--- src/rtl/mem_arbiter.sv ---
// mem_arbiter: arbitrates instruction fetches and data loads/stores onto one single-port RAM
// with configurable latency and a data-first or round-robin contention policy.
module mem_arbiter #(
  parameter int ADDR_W   = 32,
  parameter int DATA_W   = 32,
  parameter int LATENCY  = 2,
  parameter int ARB_MODE = 0
) (
  input  logic                clk,
  input  logic                nrst,
  input  logic                i_req,
  input  logic [ADDR_W-1:0]   i_addr,
  output logic                i_ready,
  output logic [DATA_W-1:0]   i_rdata,
  input  logic                d_read,
  input  logic                d_write,
  input  logic [ADDR_W-1:0]   d_addr,
  input  logic [DATA_W-1:0]   d_wdata,
  input  logic [DATA_W/8-1:0] d_be,
  output logic                d_ready,
  output logic [DATA_W-1:0]   d_rdata,
  output logic [ADDR_W-1:0]   ram_addr,
  output logic                ram_ren,
  output logic                ram_wen,
  output logic [DATA_W-1:0]   ram_wdata,
  output logic [DATA_W/8-1:0] ram_be,
  input  logic [DATA_W-1:0]   ram_rdata,
  output logic                busy
);
  localparam int BW = DATA_W / 8;
  localparam int CW = $clog2(LATENCY + 1);
  typedef enum logic [1:0] {IDLE, BUSY, RESP} state_t;
  state_t            state_q;
  logic [CW-1:0]     cnt_q;
  logic              last_i_q, fetch_q, store_q;
  logic [ADDR_W-1:0] addr_q;
  logic [DATA_W-1:0] wdata_q, i_rdata_q, d_rdata_q;
  logic [BW-1:0]     be_q;
  logic              d_req, gnt_d;
  assign d_req = d_read | d_write;
  // On contention mode 1 hands the grant to whichever channel was not served last.
  assign gnt_d = d_req & (!i_req | (ARB_MODE == 0) | last_i_q);
  always_ff @(posedge clk or negedge nrst) begin
    if (!nrst) begin
      state_q   <= IDLE;
      cnt_q     <= '0;
      last_i_q  <= 1'b0;
      fetch_q   <= 1'b0;
      store_q   <= 1'b0;
      addr_q    <= '0;
      wdata_q   <= '0;
      be_q      <= '0;
      i_rdata_q <= '0;
      d_rdata_q <= '0;
    end else begin
      case (state_q)
        IDLE: if (i_req | d_req) begin
          state_q  <= BUSY;
          cnt_q    <= CW'(LATENCY - 1);
          fetch_q  <= !gnt_d;
          store_q  <= gnt_d & d_write;
          last_i_q <= !gnt_d;
          addr_q   <= gnt_d ? d_addr : i_addr;
          wdata_q  <= gnt_d ? d_wdata : '0;
          be_q     <= (gnt_d & d_write) ? d_be : '1;
        end
        BUSY: if (cnt_q == '0) begin
          state_q <= RESP;
          if (fetch_q) i_rdata_q <= ram_rdata;
          else if (!store_q) d_rdata_q <= ram_rdata;
        end else cnt_q <= cnt_q - 1'b1;
        default: state_q <= IDLE;
      endcase
    end
  end
  assign busy      = state_q != IDLE;
  assign ram_ren   = (state_q == BUSY) & !store_q;
  assign ram_wen   = (state_q == BUSY) & store_q;
  assign ram_addr  = (state_q == BUSY) ? addr_q : '0;
  assign ram_wdata = (state_q == BUSY) ? wdata_q : '0;
  assign ram_be    = (state_q == BUSY) ? be_q : '0;
  assign i_ready   = (state_q == RESP) & fetch_q;
  assign d_ready   = (state_q == RESP) & !fetch_q;
  assign i_rdata   = i_rdata_q;
  assign d_rdata   = d_rdata_q;
endmodule

--- config.mk ---
export PLATFORM = sky130hd
export DESIGN_NAME = mem_arbiter
export DESIGN_NICKNAME = d
export VERILOG_FILES = /design/src/rtl/mem_arbiter.sv
export SDC_FILE = /design/constraint.sdc
export NUM_CORES = 1
export LEC_CHECK = 0
export ABC_AREA = 0
export CAP_MARGIN = 20
export CORE_MARGIN = 1
export CORE_UTILIZATION = 45
export CTS_BUF_LIST = sky130_fd_sc_hd__clkbuf_2
export DETAILED_ROUTE_END_ITERATION = 8
export HOLD_SLACK_MARGIN = 0.1
export PLACE_DENSITY = 0.86
export SYNTH_ARGS = -nofsm -noshare
export SYNTH_HDL_FRONTEND = slang
export SYNTH_SLANG_ARGS = --single-unit
export TNS_END_PERCENT = 5
--- constraint.sdc ---
create_clock -name clk -period 2.4 [get_ports clk]
set_clock_uncertainty 0.1 [all_clocks]
set_input_delay 0.6 -clock clk [delete_from_list [all_inputs] [get_ports clk]]
set_output_delay 0.6 -clock clk [all_outputs]
set_load 0.005 [all_outputs]
-- Word-level counts from Yosys, hierarchy flattened
Index checks and enable logic that the tools add are counted.
- output and inout bits: 137
- register bits: 138
- bitwise gates (word level): 9
- add/sub/neg operators: 1
- eq/ne operators: 5
- reductions and logical operators: 12
- mux-type cells: 11
- operator list (cell ; count):
    $mux 32 ; 4
    $mux 4 ; 2
    $pmux 2 s2 ; 2
    $mux 2 ; 3
    $ne 2x2->1 const B ; 3
    $reduce_and 3->1 ; 2
    $and 1x1->1 ; 5
    $logic_not 2->1 ; 2
    $reduce_and 2->1 ; 2
    $reduce_and 4->1 ; 1
    $reduce_bool 2->1 ; 2
    $logic_not 1->1 ; 3
    $eq 2x1->1 const B ; 1
    $eq 2x2->1 const B ; 1
    $not 1->1 ; 2
    $or 1x1->1 ; 2
    $sub 2x1->2 const B ; 1

-- Depth between registers and ports, before layout
Gate-level depths: netlist of the first run.
- depth after elaboration: 4
- depth in mapped cells: 6

-- Worst setup path before layout of the first run
No wires, ideal clock.
- path type: register -> output
- start: register state_q[1]
- end: output port ram_addr[17]
- stages on the path, launching flop included: 5
- setup slack: 517 ps
- buffers on the path: 2
- arrival: 1183 ps
- data required time: 1700 ps
- path through: dfrtp_1 and2b_1 clkbuf_1 clkbuf_1 and2_1
- cells in the longest elaborated chain, start to end: 2
- ends and longest elaborated chain (item ; line ; source):
    start, declared ; 33 ; state_t state_q;
    start signal, assigned ; 45 ; state_q <= IDLE;
    start signal, assigned ; 58 ; state_q <= BUSY;
    start signal, assigned ; 68 ; state_q <= RESP;
    $eq 2x1->1 ; 79 ; assign ram_addr = (state_q == BUSY) ? addr_q : '0;
    $mux 32 ; 79 ;
    end, declared ; 22 ; output logic [ADDR_W-1:0] ram_addr,
Every way passes these cells.

-- Worst setup path after layout of the first run
- start: register state_q[1]
- end: output port ram_addr[1]
Same word-level chain as after synthesis.

==> results of run 1 <==
==> metrics by stage <==
step	worst slack, ns	total power, mW	instance area, µm²	hold WS [ns]
global placement	-0.00486	9.55	9140	0.353
CTS	-0.663	11.0	9360	0.153
detailed placement	-0.0667	9.83	9140	0.367
floorplan	0.517	6.41	6120	0.204
global route	-0.443	12.0	9530	0.168
finish	-0.313	11.3	9530	0.243
==> layer usage <==
layer  global-route usage  vias to the layer above  wire length [µm]
met3               0.0709                       32              1150
li1                     -                     2122                 -
met4               0.0965                        0               383
met5                    0                        -                 0
met1                0.278                     2326              6860
met2                0.421                      233              8990
==> power by group through the flow <==
| stage | clock network, mW | registers, mW | logic (mW) |
|---|---|---|---|
| floorplan | 0 | 4.02 | 2.39 |
| global placement | 0 | 4.04 | 5.51 |
| detailed placement | 0 | 4.13 | 5.70 |
| CTS | 1.29 | 4.08 | 5.63 |
| global route | 1.38 | 4.23 | 6.39 |
| finish | 1.24 | 4.09 | 5.99 |
==> path summary, 6_finish.rpt <==
kind,start,to,slack [ns],cells after the start
min in group clk,cnt_q[0],cnt_q[0],0.40,1
worst max-delay path,state_q[1],ram_addr[1],-0.31,6
worst max register to register,state_q[1],d_rdata[9],0.38,7
worst min-delay path,nrst,i_rdata[1],0.24,2
max in group asynchronous,nrst,addr_q[7],1.25,3
worst min register to register,cnt_q[0],cnt_q[0],0.40,1
==> logic make-up after synthesis <==
family | after synthesis | share of synthesized area
AOI/OAI and AO/OA | 42 | 0.0578
adders and majority gates | 2 | 0.00409
muxes | 129 | 0.255
and+or+nand+nor | 88 | 0.0899
buffers and inverters | 36 | 0.0292
DFF | 138 | 0.564
==> state kept, by name, summed over array words and instances, names as in the netlist <==
| signal | count |
|---|---|
| fetch_q | 1 |
| d_rdata | 32 |
| wdata_q | 32 |
| be_q | 4 |
| state_q | 2 |
| addr_q | 32 |
| store_q | 1 |
| i_rdata | 32 |
| cnt_q | 2 |
==> area by class of cell <==
type | instances | area (µm²)
flip-flops and latches | 138 | 3450
clock inverters | 14 | 124
repair buffers | 308 | 3060
well taps | 176 | 220
fillers | 913 | 3710
multi-input cells | 261 | 2560
clock buffers | 17 | 85.1
inverters | 8 | 30.0
==> synth_stat cells (all sizes together) <==
cell type  count  area, µm²
a22o          32        280
nor2          10       47.6
a21o           1       7.51
mux2         129       1560
buf           18        111
and2          66        413
clkbuf        10       37.5
a221o          1       10.0
nor3b          1       7.51
a21oi          5       25.0
dfrtp        138       3450
nand2b         1       6.26
o31ai          1       21.3
nor4b          4       35.0
and3b          1       8.76
o21ai          2       10.0
inv            8       30.0
nor3           2       15.0
and2b          1       7.51
nand3          2       10.0
ha             2       25.0
==> what timing repair did <==
item,in CTS,in global routing
resized for setup,194,124
hold buffers,1,0
endpoints found under the hold margin,138,0
setup buffers,0,15
pin swaps,2,13
endpoints found under the setup margin,76,98
cloned,2,4
==> worst max-delay path: stages (launching register included) <==
cell,delay [ns]
dfrtp_1,0.41
and2b_4,0.35
clkbuf_16,0.17
buf_6,0.10
buf_6,0.10
and2_4,0.14
buf_6,0.08
==> flow_metrics.py, run 1 <==
metrics = {
    "outcome": {
        "outcome": "finished with violations",
        "violations": "negative setup slack",
    },
    "die": {
        "die_y_um": 119,
        "std_cell_rows": 42,
        "coreArea_um2": 13200,
        "die_w_um": 119,
        "io_pins": 274,
        "initial_core_util": 0.462,
        "dieArea_um2": 14100,
    },
    "synthesis": {
        "synth.distinct_cells": 29,
        "syn-cell-area_um2": 6120,
        "postSynthRegisterBits": 138,
        "syn_avg_cell_area_um2": 14.1,
        "ys_seq_area_frac": 0.564,
        "syn_nets": 574,
        "syn_inst": 435,
        "yosysWarnings": 0,
    },
    "pwr": {
        "combPwrFrac": 0.529,
        "ir_drop_v": 0.000542,
        "seqPwrFrac": 0.361,
        "p_switching_mw": 3.78,
        "p_int_mw": 7.54,
        "powerDensity_nw_per_um2": 1190,
        "clockPowerShare": 0.110,
        "p_sw_frac": 0.334,
        "p_leak_nw": 4.49,
    },
    "route": {
        "dr.pass1.iters": 4,
        "first_iter_violations": 181,
        "vias_per_cell": 5.11,
        "ant_nets": 0,
        "route.detailed.drc": 0,
        "vias": 4713,
        "routed_wl_um": 17400,
        "wire_per_inst_um": 18.9,
    },
    "hold_path": {
        "hold_path.class": "input pin to async pin",
    },
    "setup_path": {
        "crit_path_start_kind": "flip-flop",
        "critPathArrivalTime_ns": 2.01,
        "cp-end-kind": "output port",
        "crit_path_max_fanout": 5,
        "cp.required_ns": 1.70,
        "worstSetupPathType": "flip-flop to output port",
    },
    "layout": {
        "n_antenna_cell": 0,
        "final_util": 0.720,
        "final_cell_mix": "171 x clkdlybuf4s50_1, 138 x dfrtp_1, 60 x mux2_1",
        "syn2layout_area_growth_pct": 55.6,
        "stdcell_count": 922,
        "finalNetCount": 873,
        "final_common_cell": "clkdlybuf4s50_1",
        "drive_gt1_frac": 0.304,
    },
    "placed_design": {
        "dp_hpwl_um": 11700,
        "dp_cells": 871,
        "io_buffers": 273,
        "place_congestion": 0.802,
    },
    "sta": {
        "max_clock_freq_mhz": 369,
        "maxSlewViolCount": 0,
        "fin_crit_ns": 2.71,
        "worstMarginPinSlew_ns": 0.437,
        "fin_setup_tns_ns": -14.76,
        "max_slew_margin": 0.709,
        "grt_setup_unrepaired": "yes",
        "setup_violations": 70,
        "period_share": 1.13,
        "finalHoldViolations": 0,
        "fin_ws_ns": -0.313,
    },
    "grt": {
        "grt_pass1_vias": 4998,
        "overflow": 0,
        "grt.total_usage": 0.242,
        "antenna_found_initial": 0,
        "grt_max_degree": 76,
        "grt_pass1_wl_um": 26100,
    },
    "cts": {
        "clock-sinks": 138,
        "root_buffer": "clkbuf_2",
        "cts_tree": "yes",
        "clk_pin_slew_ns": 0.22,
        "clkLatencyLatePin_ns": 0.66,
        "clk_path_buf_depth": 2,
        "htree_levels": 4,
        "numCtsBuffers": 17,
    },
    "run": {
        "drv_cap": 0,
    },
}
No activity file was read; power rests on OpenSTA's default activity.
==> run 2, diff against run 1 <==
- CORE_ASPECT_RATIO: unset -> 2
==> run 2 against run 1 <==
  * The run ends with design-rule violations, negative setup slack left
  * Clock power rose by 15%
  * Via count rose by 0.68%
  * Power rose by 3.9%
  * Critical path type unchanged
  * Highest routed layer unchanged
==> flow_metrics.py, run 2 (synthesized netlist as in run 1, its figures left out) <==
metrics = {
    "setup_path": {
        "worstSetupPathType": "flip-flop to output port",
        "cp_top_family": "simple AND/OR/NAND/NOR gates",
        "path_buf_inv": 4,
        "cp.required_ns": 1.70,
        "critPathArrivalTime_ns": 2.08,
        "cp-end-kind": "output port",
        "crit_path_start_kind": "flip-flop",
        "cpMaxStageDelayCell": "dfrtp_1",
        "cpPeakStageDelay_ns": 0.43,
        "crit_path_max_fanout": 6,
        "crit_chain": "and2b_4, buf_12, buf_4, buf_6, and2_1, buf_2",
    },
    "grt": {
        "grt.total_usage": 0.250,
        "grt_util_met1": 0.259,
        "use_met3": 0.0486,
        "grt_pass1_wl_um": 26800,
        "gr-usage-met2": 0.456,
        "overflow": 0,
        "grt_pass1_vias": 5045,
        "antenna_found_initial": 1,
        "grt_max_degree": 55,
        "top_usage_layer": "met2",
    },
    "layout": {
        "stdcell_count": 911,
        "finalNetCount": 881,
        "drive_gt1_frac": 0.330,
        "multi_input_area_um2": 2580,
        "final_common_cell": "clkdlybuf4s50_1",
        "final_cell_mix": "158 x clkdlybuf4s50_1, 138 x dfrtp_1, 60 x mux2_1",
        "seq_area_um2": 3450,
        "nFillCells": 932,
        "syn2layout_area_growth_pct": 58.2,
    },
    "route": {
        "routed_wl_um": 17900,
        "vias": 4745,
        "ant_nets": 0,
        "route.detailed.drc": 14,
        "vias_per_cell": 5.21,
        "wire_per_inst_um": 19.7,
        "first_iter_violations": 270,
        "dr.pass1.iters": 8,
    },
    "cts": {
        "clkLatencyLatePin_ns": 0.65,
        "root_buffer": "clkbuf_2",
        "numCtsBuffers": 17,
        "clk_path_buf_depth": 2,
        "cts_tree": "yes",
        "clk_pin_slew_ns": 0.22,
        "htree_levels": 4,
        "clock-sinks": 138,
    },
    "sta": {
        "grt_setup_unrepaired": "yes",
        "fin_ws_ns": -0.379,
        "setup_violations": 71,
        "finalHoldViolations": 0,
        "max_clock_freq_mhz": 360,
        "period_share": 1.16,
        "maxSlewViolCount": 0,
        "max_slew_margin": 0.656,
        "fin_setup_tns_ns": -17.50,
        "fin_crit_ns": 2.78,
        "worstMarginPinSlew_ns": 0.516,
    },
    "die": {
        "die_w_um": 84.5,
        "dieArea_um2": 14100,
        "std_cell_rows": 60,
        "io_pins": 274,
        "initial_core_util": 0.458,
        "die_y_um": 167,
        "coreArea_um2": 13400,
    },
    "pwr": {
        "p_leak_nw": 4.71,
        "ir_drop_v": 0.000629,
        "powerDensity_nw_per_um2": 1210,
    },
    "outcome": {
        "violations": "design-rule violations, negative setup slack",
        "outcome": "finished with violations",
    },
    "placed_design": {
        "io_buffers": 273,
        "place_congestion": 0.832,
        "dp_hpwl_um": 12700,
        "dp_cells": 852,
        "dp_slack_ns": 0.0323,
    },
    "hold_path": {
        "hold_path.class": "input pin to async pin",
    },
    "run": {
        "drv_cap": 0,
    },
}
[run 2: worst paths after layout]
check	start	slack, ns	cells after the start	to
max in group asynchronous	nrst	1.23	3	addr_q[27]
worst min register to register	cnt_q[0]	0.39	1	cnt_q[0]
worst max-delay path	state_q[1]	-0.38	6	ram_wdata[3]
worst min-delay path	nrst	0.32	2	i_rdata[9]
worst max register to register	state_q[1]	0.38	6	i_rdata[27]
min in group clk	cnt_q[0]	0.39	1	cnt_q[0]
[run 2: where the power goes]
| group | total (mW) | switching, mW | leakage (nW) | internal [mW] |
|---|---|---|---|---|
| clock | 1.42 | 0.924 | 0.137 | 0.497 |
| sequential | 4.09 | 0.615 | 1.63 | 3.47 |
| combinational | 6.25 | 2.39 | 2.94 | 3.87 |
[run 2: through the flow]
step / power [mW] / instance area, µm² / util / hold slack [ns]
global route: 12.5 / 9690 / 0.725 / 0.288
global placement: 9.66 / 9120 / 0.683 / 0.354
detailed placement: 9.92 / 9120 / 0.683 / 0.366
finish: 11.8 / 9690 / 0.725 / 0.318
floorplan: 6.41 / 6120 / - / 0.204
CTS: 11.2 / 9380 / 0.702 / 0.258
[run 2: metal layers]
metal | vias up | routed length [µm]
li1 | 2139 | -
met1 | 2328 | 6180
met2 | 219 | 9970
met3 | 59 | 822
met4 | 0 | 954
met5 | - | 0
[run 2: cell type report]
| class | count | share of cell area |
|---|---|---|
| flip-flops and latches | 138 | 0.356 |
| clock buffers | 17 | 0.00878 |
| inverters | 8 | 0.00310 |
| well taps | 155 | 0.0200 |
| diodes | 1 | 0.000258 |
| repair buffers | 316 | 0.328 |
| multi-input cells | 261 | 0.267 |
| clock inverters | 15 | 0.0169 |
[run 2: timing repair]
action                     in CTS  in global routing
gates cloned                    0                  6
pin swaps                       7                 11
hold endpoints to repair       65                  0
hold buffers                    1                  0
setup endpoints to repair      75                111
resized for setup             141                204
setup buffers                   0                 20
